**config.mk**
```make
export PLATFORM = sky130hd
export DESIGN_NAME = mem_access_unit
export DESIGN_NICKNAME = d
export VERILOG_FILES = /design/src/rtl/mem_access_unit.sv
export SDC_FILE = /design/constraint.sdc
export NUM_CORES = 1
export LEC_CHECK = 0
export BUFFER_PORTS_ARGS = -buffer_cell sky130_fd_sc_hd__buf_4
export CORE_UTILIZATION = 49
export CTS_CLUSTER_SIZE = 28
export DETAILED_ROUTE_END_ITERATION = 10
export GPL_TIMING_DRIVEN = 0
export PLACE_DENSITY = 0.92
export SLEW_MARGIN = 20
export SYNTH_ARGS = -nofsm -noshare
export SYNTH_HDL_FRONTEND = slang
export SYNTH_SLANG_ARGS = --single-unit
```
**constraint.sdc**
```tcl
create_clock -name clk -period 3.4 [get_ports clk]
set_input_delay 0.17 -clock clk [delete_from_list [all_inputs] [get_ports clk]]
set_output_delay 0.17 -clock clk [all_outputs]
set_load 0.03 [all_outputs]
```
**src/rtl/mem_access_unit.sv**
```systemverilog
// -----------------------------------------------------------------------------
// mem_access_unit
//   Bridges the EX/MEM pipeline register to a word-addressed data memory.
//   Loads are served combinationally: the lane is extracted from the aligned
//   word and sign/zero extended. Word stores are written directly. Byte and
//   halfword stores use a two-cycle read-modify-write: cycle 1 reads the word
//   and stalls the pipeline; cycle 2 writes back the merged word.
//
// Parameters
//   ADDR_WIDTH     width of req_addr / mem_addr
//   RMW_CNT_WIDTH  width of the saturating completed-RMW counter
//
// Ports
//   clk, reset                clock (rising edge), asynchronous active-high reset
//   req_valid/read/write      request qualifiers; write wins over read
//   req_size                  00 byte, 01 half, 10/11 word
//   req_signed                sign-extend loads when 1
//   req_addr, req_wdata       byte address, right-justified store data
//   stall                     hold EX/MEM and earlier stages this cycle
//   rsp_valid, rsp_rdata      extended load result (0 when not valid)
//   mem_addr/wdata/read/write memory interface, mem_addr always word aligned
//   mem_rdata                 combinational read data from mem_addr
//   rmw_count                 completed RMW stores, saturating
//   misalign_exc              (MEM_ACCESS_MISALIGN_TRAP_EN only) misaligned
//                             half/word request flag
//
// Configuration macro: MEM_ACCESS_MISALIGN_TRAP_EN
//   Undefined: address bits below the access size are ignored.
//   Defined:   misaligned half/word requests raise misalign_exc and perform
//              no memory access.
// -----------------------------------------------------------------------------
module mem_access_unit #(
  parameter int ADDR_WIDTH    = 32,
  parameter int RMW_CNT_WIDTH = 16
) (
  input  logic                     clk,
  input  logic                     reset,
  input  logic                     req_valid,
  input  logic                     req_read,
  input  logic                     req_write,
  input  logic [1:0]               req_size,
  input  logic                     req_signed,
  input  logic [ADDR_WIDTH-1:0]    req_addr,
  input  logic [31:0]              req_wdata,
  output logic                     stall,
  output logic                     rsp_valid,
  output logic [31:0]              rsp_rdata,
  output logic [ADDR_WIDTH-1:0]    mem_addr,
  output logic [31:0]              mem_wdata,
  output logic                     mem_read,
  output logic                     mem_write,
  input  logic [31:0]              mem_rdata,
  output logic [RMW_CNT_WIDTH-1:0] rmw_count
`ifdef MEM_ACCESS_MISALIGN_TRAP_EN
  ,
  output logic                     misalign_exc
`endif
);

  localparam logic [0:0] S_IDLE   = 1'b0;
  localparam logic [0:0] S_RMW_WR = 1'b1;

  localparam logic [RMW_CNT_WIDTH-1:0] CNT_ONE = RMW_CNT_WIDTH'(1);
  localparam logic [RMW_CNT_WIDTH-1:0] CNT_MAX = '1;

  logic [0:0]               r_state;
  logic [31:0]              r_held_word;
  logic [ADDR_WIDTH-1:0]    r_held_addr;
  logic [RMW_CNT_WIDTH-1:0] r_rmw_count;

  logic [1:0]               w_lane;
  logic [ADDR_WIDTH-1:0]    w_aligned;
  logic                     w_is_store;
  logic                     w_is_load;
  logic                     w_is_word;
  logic                     w_misalign;
  logic                     w_start_rmw;
  logic [31:0]              w_load_data;
  logic [31:0]              w_merged;

  // Extract the addressed lane(s) from a word and extend to 32 bits.
  function automatic logic [31:0] extract_load(input logic [31:0] word,
                                               input logic [1:0]  size,
                                               input logic        sgn,
                                               input logic [1:0]  lane);
    logic [7:0]  b;
    logic [15:0] h;
    logic [31:0] res;
    b = word[{lane, 3'b000} +: 8];
    h = lane[1] ? word[31:16] : word[15:0];
    case (size)
      2'b00:   res = {{24{sgn & b[7]}}, b};
      2'b01:   res = {{16{sgn & h[15]}}, h};
      default: res = word;
    endcase
    return res;
  endfunction

  // Replace the target lane(s) of a word with right-justified store data.
  function automatic logic [31:0] merge_store(input logic [31:0] word,
                                              input logic [1:0]  size,
                                              input logic [1:0]  lane,
                                              input logic [31:0] wdata);
    logic [31:0] res;
    res = word;
    if (size == 2'b00) begin
      res[{lane, 3'b000} +: 8] = wdata[7:0];
    end else begin
      res[{lane[1], 4'b0000} +: 16] = wdata[15:0];
    end
    return res;
  endfunction

  assign w_lane     = req_addr[1:0];
  assign w_aligned  = {req_addr[ADDR_WIDTH-1:2], 2'b00};
  assign w_is_store = req_valid & req_write;
  assign w_is_load  = req_valid & req_read & ~req_write;
  // Reserved size 11 behaves as a word access.
  assign w_is_word  = req_size[1];

`ifdef MEM_ACCESS_MISALIGN_TRAP_EN
  assign w_misalign = req_valid & (req_read | req_write) &
                      (((req_size == 2'b01) & req_addr[0]) |
                       (req_size[1] & (|req_addr[1:0])));
`else
  assign w_misalign = 1'b0;
`endif

  assign w_start_rmw = (r_state == S_IDLE) & w_is_store & ~w_is_word & ~w_misalign;
  assign w_load_data = extract_load(mem_rdata, req_size, req_signed, w_lane);
  assign w_merged    = merge_store(mem_rdata, req_size, w_lane, req_wdata);

  // Output decode; everything is forced low while reset is asserted, which
  // also abandons a write that is in flight in RMW_WR.
  always_comb begin
    stall     = 1'b0;
    rsp_valid = 1'b0;
    rsp_rdata = 32'h0;
    mem_addr  = '0;
    mem_wdata = 32'h0;
    mem_read  = 1'b0;
    mem_write = 1'b0;
`ifdef MEM_ACCESS_MISALIGN_TRAP_EN
    misalign_exc = 1'b0;
`endif
    if (!reset) begin
      if (r_state == S_RMW_WR) begin
        // The upstream request is still presented here but is ignored.
        mem_write = 1'b1;
        mem_addr  = r_held_addr;
        mem_wdata = r_held_word;
      end else if (w_misalign) begin
`ifdef MEM_ACCESS_MISALIGN_TRAP_EN
        misalign_exc = 1'b1;
`endif
      end else if (w_is_store) begin
        mem_addr = w_aligned;
        if (w_is_word) begin
          mem_write = 1'b1;
          mem_wdata = req_wdata;
        end else begin
          mem_read = 1'b1;
          stall    = 1'b1;
        end
      end else if (w_is_load) begin
        mem_addr  = w_aligned;
        mem_read  = 1'b1;
        rsp_valid = 1'b1;
        rsp_rdata = w_load_data;
      end
    end
  end

  always_ff @(posedge clk or posedge reset) begin
    if (reset) begin
      r_state     <= S_IDLE;
      r_held_word <= 32'h0;
      r_held_addr <= '0;
      r_rmw_count <= '0;
    end else begin
      case (r_state)
        S_IDLE: begin
          if (w_start_rmw) begin
            r_held_word <= w_merged;
            r_held_addr <= w_aligned;
            r_state     <= S_RMW_WR;
          end
        end
        default: begin
          r_state <= S_IDLE;
          if (r_rmw_count != CNT_MAX) begin
            r_rmw_count <= r_rmw_count + CNT_ONE;
          end
        end
      endcase
    end
  end

  assign rmw_count = reset ? '0 : r_rmw_count;

endmodule

```
Word level (Yosys, flattened, before mapping)
Cells that the tools add are included.
Widths: inputs -> output; s select.
{"block": "op_classes", "bitwise_logic": 10, "n_addsub": 3, "n_mux": 35, "n_eq_ne": 2, "reduce_logical": 3, "shift": 5}
{"op": "$mux 32", "count": 13}
{"op": "$bwmux 32", "count": 2}
{"op": "$pmux 32 s2", "count": 1}
{"op": "$mux 16", "count": 2}
{"op": "$shift 16x7->32 const A", "count": 1}
{"op": "$shift 8x7->32 const A", "count": 1}
{"op": "$shiftx 16x7->32", "count": 1}
{"op": "$shiftx 32x6->8", "count": 1}
{"op": "$shiftx 8x7->32", "count": 1}
{"op": "$mux 1", "count": 17}
{"op": "$add 16x1->16 const B", "count": 1}
{"op": "$ne 16x16->1 const B", "count": 1}
{"op": "$neg 5->7", "count": 2}
{"op": "$and 1x1->1", "count": 7}
{"op": "$reduce_and 2->1", "count": 2}
{"op": "$not 1->1", "count": 3}
{"op": "$eq 2x1->1 const B", "count": 1}
{"op": "$logic_not 2->1", "count": 1}
{"block": "totals", "wordCells": 62, "ff_bits": 79, "out_inout_bits": 116}

Longest topological paths before layout
{"block": "logic_depth", "word_depth": 7, "ltp_mapped": 8}

Least setup slack after synthesis
No wires, ideal clock.
{"block": "synth_path", "kind": "input port to output port", "from": "in req_size[1]", "to": "out rsp_rdata[7]", "path_slack_ns": 0.845, "stages": 6, "arrival_ns": 2.385, "n_path_buf": 3, "required_time_ns": 3.230, "cell_sequence": "buf_2 -> or2_2 -> clkbuf_1 -> buf_2 -> a21oi_1 -> a2111oi_0"}
{"block": "synth_via", "elab_chain_len": 6, "word_cells_on_any_way": 7, "cone_classes": "eq/ne (1); mux (5); reduce/logical (1)"}
{"element": "from (decl)", "line": "41", "rtl": "input logic [1:0] req_size,"}
{"element": "$eq 2x1->1 / $logic_not 2->1 (equally long branches)", "line": "91", "rtl": "case (size)"}
{"element": "$pmux 32 s2 *", "line": "91"}
{"element": "$mux 32 *", "line": "165", "rtl": "end else if (w_is_load) begin"}
{"element": "$mux 32 *", "line": "156", "rtl": "end else if (w_is_store) begin"}
{"element": "$mux 32 *", "line": "147", "rtl": "if (r_state == S_RMW_WR) begin"}
{"element": "$mux 32 *", "line": "146", "rtl": "if (!reset) begin"}
{"element": "to (decl)", "line": "47", "rtl": "output logic [31:0] rsp_rdata,"}
Every way passes the cells marked *; elsewhere a longest branch is shown, timed or not.

Final worst setup path
{"block": "layout_path", "from": "reg r_state", "to": "out mem_wdata[20]"}
{"block": "layout_via", "elab_chain_len": 2}
{"element": "from (decl)", "line": "66", "rtl": "logic [0:0] r_state;"}
{"element": "from (signal assigned)", "line": "176", "rtl": "r_state <= S_IDLE;"}
{"element": "from (signal assigned)", "line": "186", "rtl": "r_state <= S_RMW_WR;"}
{"element": "from (signal assigned)", "line": "190", "rtl": "r_state <= S_IDLE;"}
{"element": "$mux 32", "line": "147"}
{"element": "$mux 32", "line": "146"}
{"element": "to (decl)", "line": "49", "rtl": "output logic [31:0] mem_wdata,"}
Every way passes these cells.

==> run metrics <==
status=completed; top post-synthesis cells by area=dfrtp_1 38%, a22o_1 10%, nand2_1 9.9%; slowest CP cell=clkbuf_1; worst slew pin tran=839 ps; WP data required=3230 ps; Tcrit/Tclk final=0.784; post-synthesis mux area share=0.0124; via/cell ratio=5.96; Mean Syn Cell Area=8.48 um2; initial antenna violation count=0; Max Fanout on Critical Path=10; Routed Antenna Nets=0; CP Capture Type=primary output; clock sink count=79; CP Data Arrival Time=between 2000 and 2500 ps; core area=10400 um2; Finish-stage setup viols=0; IO Pins=220; die span in x=approximately 110 um; drt pass-1 iters=5; EDFF count, synth=0; largest family of logic cells by synthesized area=compound AO/OA/AOI/OAI gates; hold path depth=3; top post-synthesis cells by count=139 x nand2_1, 79 x dfrtp_1, 62 x a22o_1, 51 x nor2_1, 40 x a221oi_1; # Post-CTS Setup Buffers=0; fin util=0.704; adder-cell share of the synthesized area=0.0143; Crit Path Class=register to primary output; Worst Setup SP=r_state$_DFF_PP0_; Leak Pwr=0.00373 uW; Synth Area in XOR/XNOR=0.0216; Critical Path Max Stage Delay=roughly 600 ps; 1st-iter DRT viols=~540; setup TNS=0 ps; Max Cap Viol=0; CTS Buf Count=9; CTS resizes=0; Placer Congestion=1.03; critical path, cell by cell=buf_2, nor3_1, clkbuf_1, a22o_1, buf_4; synthesized area=approximately 5300 um2; CP Launch Type=register; Place WS=1150 ps; power per cell area=386 nW/um2; top_reg_cell synth=dfrtp_1; complex-gate fraction of the synthesized area=0.292; number of port buffers=approximately 220; CTS Hold Buffers Added=0; hold path startpoint=req_addr[28]; CTS tree=done; R2R cell count=5; Die ar.=around 11000 um2; count leader, synth=nand2_1; CTS root buf=clkbuf_8; layout cells sized above 1=0.322; total number of vias=5898; register area share after synthesis=0.376; RSZ-0062 raised after global routing=no; later-pin clock latency in the skew report=340 ps; fin nets=959; Yosys top cell by area=dfrtp_1; global-route wire length before repair=29.4 mm; largest net degree at the start of global routing=60; Max Clk Rate=0.375 GHz; Clock Skew=12.0 ps; Crit. path cell count=5; CTS Buffer Depth=2; Peak VDD IR=around 200 uV; fin crit period=2660 ps; Hold WC Path Type=input pin to register; Yosys reg bits=around 80; max-slew violations=0; CP top delay family=buffers and inverters; final hold violations=0; number of distinct library cells after synthesis=50; FFs w/ async S/R, synth=1.00; Ys Warns=0; vias in the first global route=5671; clock-pin slew on the worst setup and hold paths=about 90 ps; simple-gate share of the synthesized area=0.219; die height=106 um; worst path bufs/invs=3; Initial Util=0.507; Layout area overhead=38.9%; met2 WL=8.62 mm; GRT Residual Overflow=0; Tot GR Track Use=0.338; Syn Inst Count=620; met1 wire length=7.46 mm; Top Layer Used=met4; # DRC=0; Cell Rows=37; setup ws final=735 ps; H-tree depth=3; Tot Pwr=2820 uW; WL final=18.8 mm; detailed-placement wirelength estimate=14.5 mm; Worst R2R Start=r_rmw_count[0]$_DFFE_PP0P_; routed wl met3=1.93 mm; wire per inst=19.0 um; n_diodes=0; Slew HR=0.436; Yosys top cell area share=0.376
[worst paths after layout]
kind | slack (ps) | to
max | 740 | mem_wdata[20]
min | 20 | r_held_addr[28]$_DFFE_PP0P_
max reg2reg | 1540 | r_rmw_count[1]$_DFFE_PP0P_
min reg2reg | 480 | r_held_addr[26]$_DFFE_PP0P_
max in group asynchronous | 2410 | r_held_addr[22]$_DFFE_PP0P_
min in group asynchronous | 420 | r_held_word[8]$_DFFE_PP0P_
[worst register-to-register path, cell delays in order (launching register included)]
cell,delay [ps]
dfrtp_1,480
ha_1,270
nand4_1,190
nor4_4,280
nand2b_1,210
mux2_2,340
[flip-flops by register name, summed over array words and instances (netlist names)]
name	cells
r_held_word	32
r_held_addr	30
r_rmw_count	16
r_state	1
[layer usage]
metal | track usage | vias up
met1 | 0.442 | 2746
met3 | 0.0761 | 56
met2 | 0.536 | 393
met5 | 0 | -
li1 | - | 2703
met4 | 0.151 | 0
[cells in the final DEF, fill, tap and decap left out, drive strengths merged, types with 8 or more instances in the layout]
master  instances
o31ai          17
buf           232
o211a           9
inv            34
a22o           62
nor2b          25
nand2         139
nor2           51
clkbuf         43
nor3           11
a221oi         40
nand3           9
xor2            9
a211oi          8
a21oi          20
dfrtp          79
o21ai           8
[layout make-up]
type                       instances  area [um2]
clock inverter                     6        91.3
multi-input combinational        461        2950
fill                             816        3070
timing repair buffer             217        1650
clock buffer                      10         128
tap                              136         170
sequential                        79        1980
inverter                          33         126
buffer                            48         213
[kinds of logic (layout without fill, tap and decap cells)]
logic type	after synthesis	after routing
mux	5	5
simple gates	255	255
xor+xnor	13	13
fa+ha+maj	6	6
flops	79	79
compound gates	180	180
other cells	1	2
buf+inv	81	314
[where the power goes]
part	switching [uW]	total [uW]	internal, uW
clock network	365	785	420
logic	470	798	328
registers	131	1230	1100
[per-stage QoR]
stage,cell area (um2),std cells,hold WS (ps)
global placement,7060,973,371
global route,7300,990,5.95
detailed placement,7090,974,375
finish,7300,990,24.6
floorplan,5260,621,275
CTS,7300,990,11.5
(Power assumes the default switching activity.)
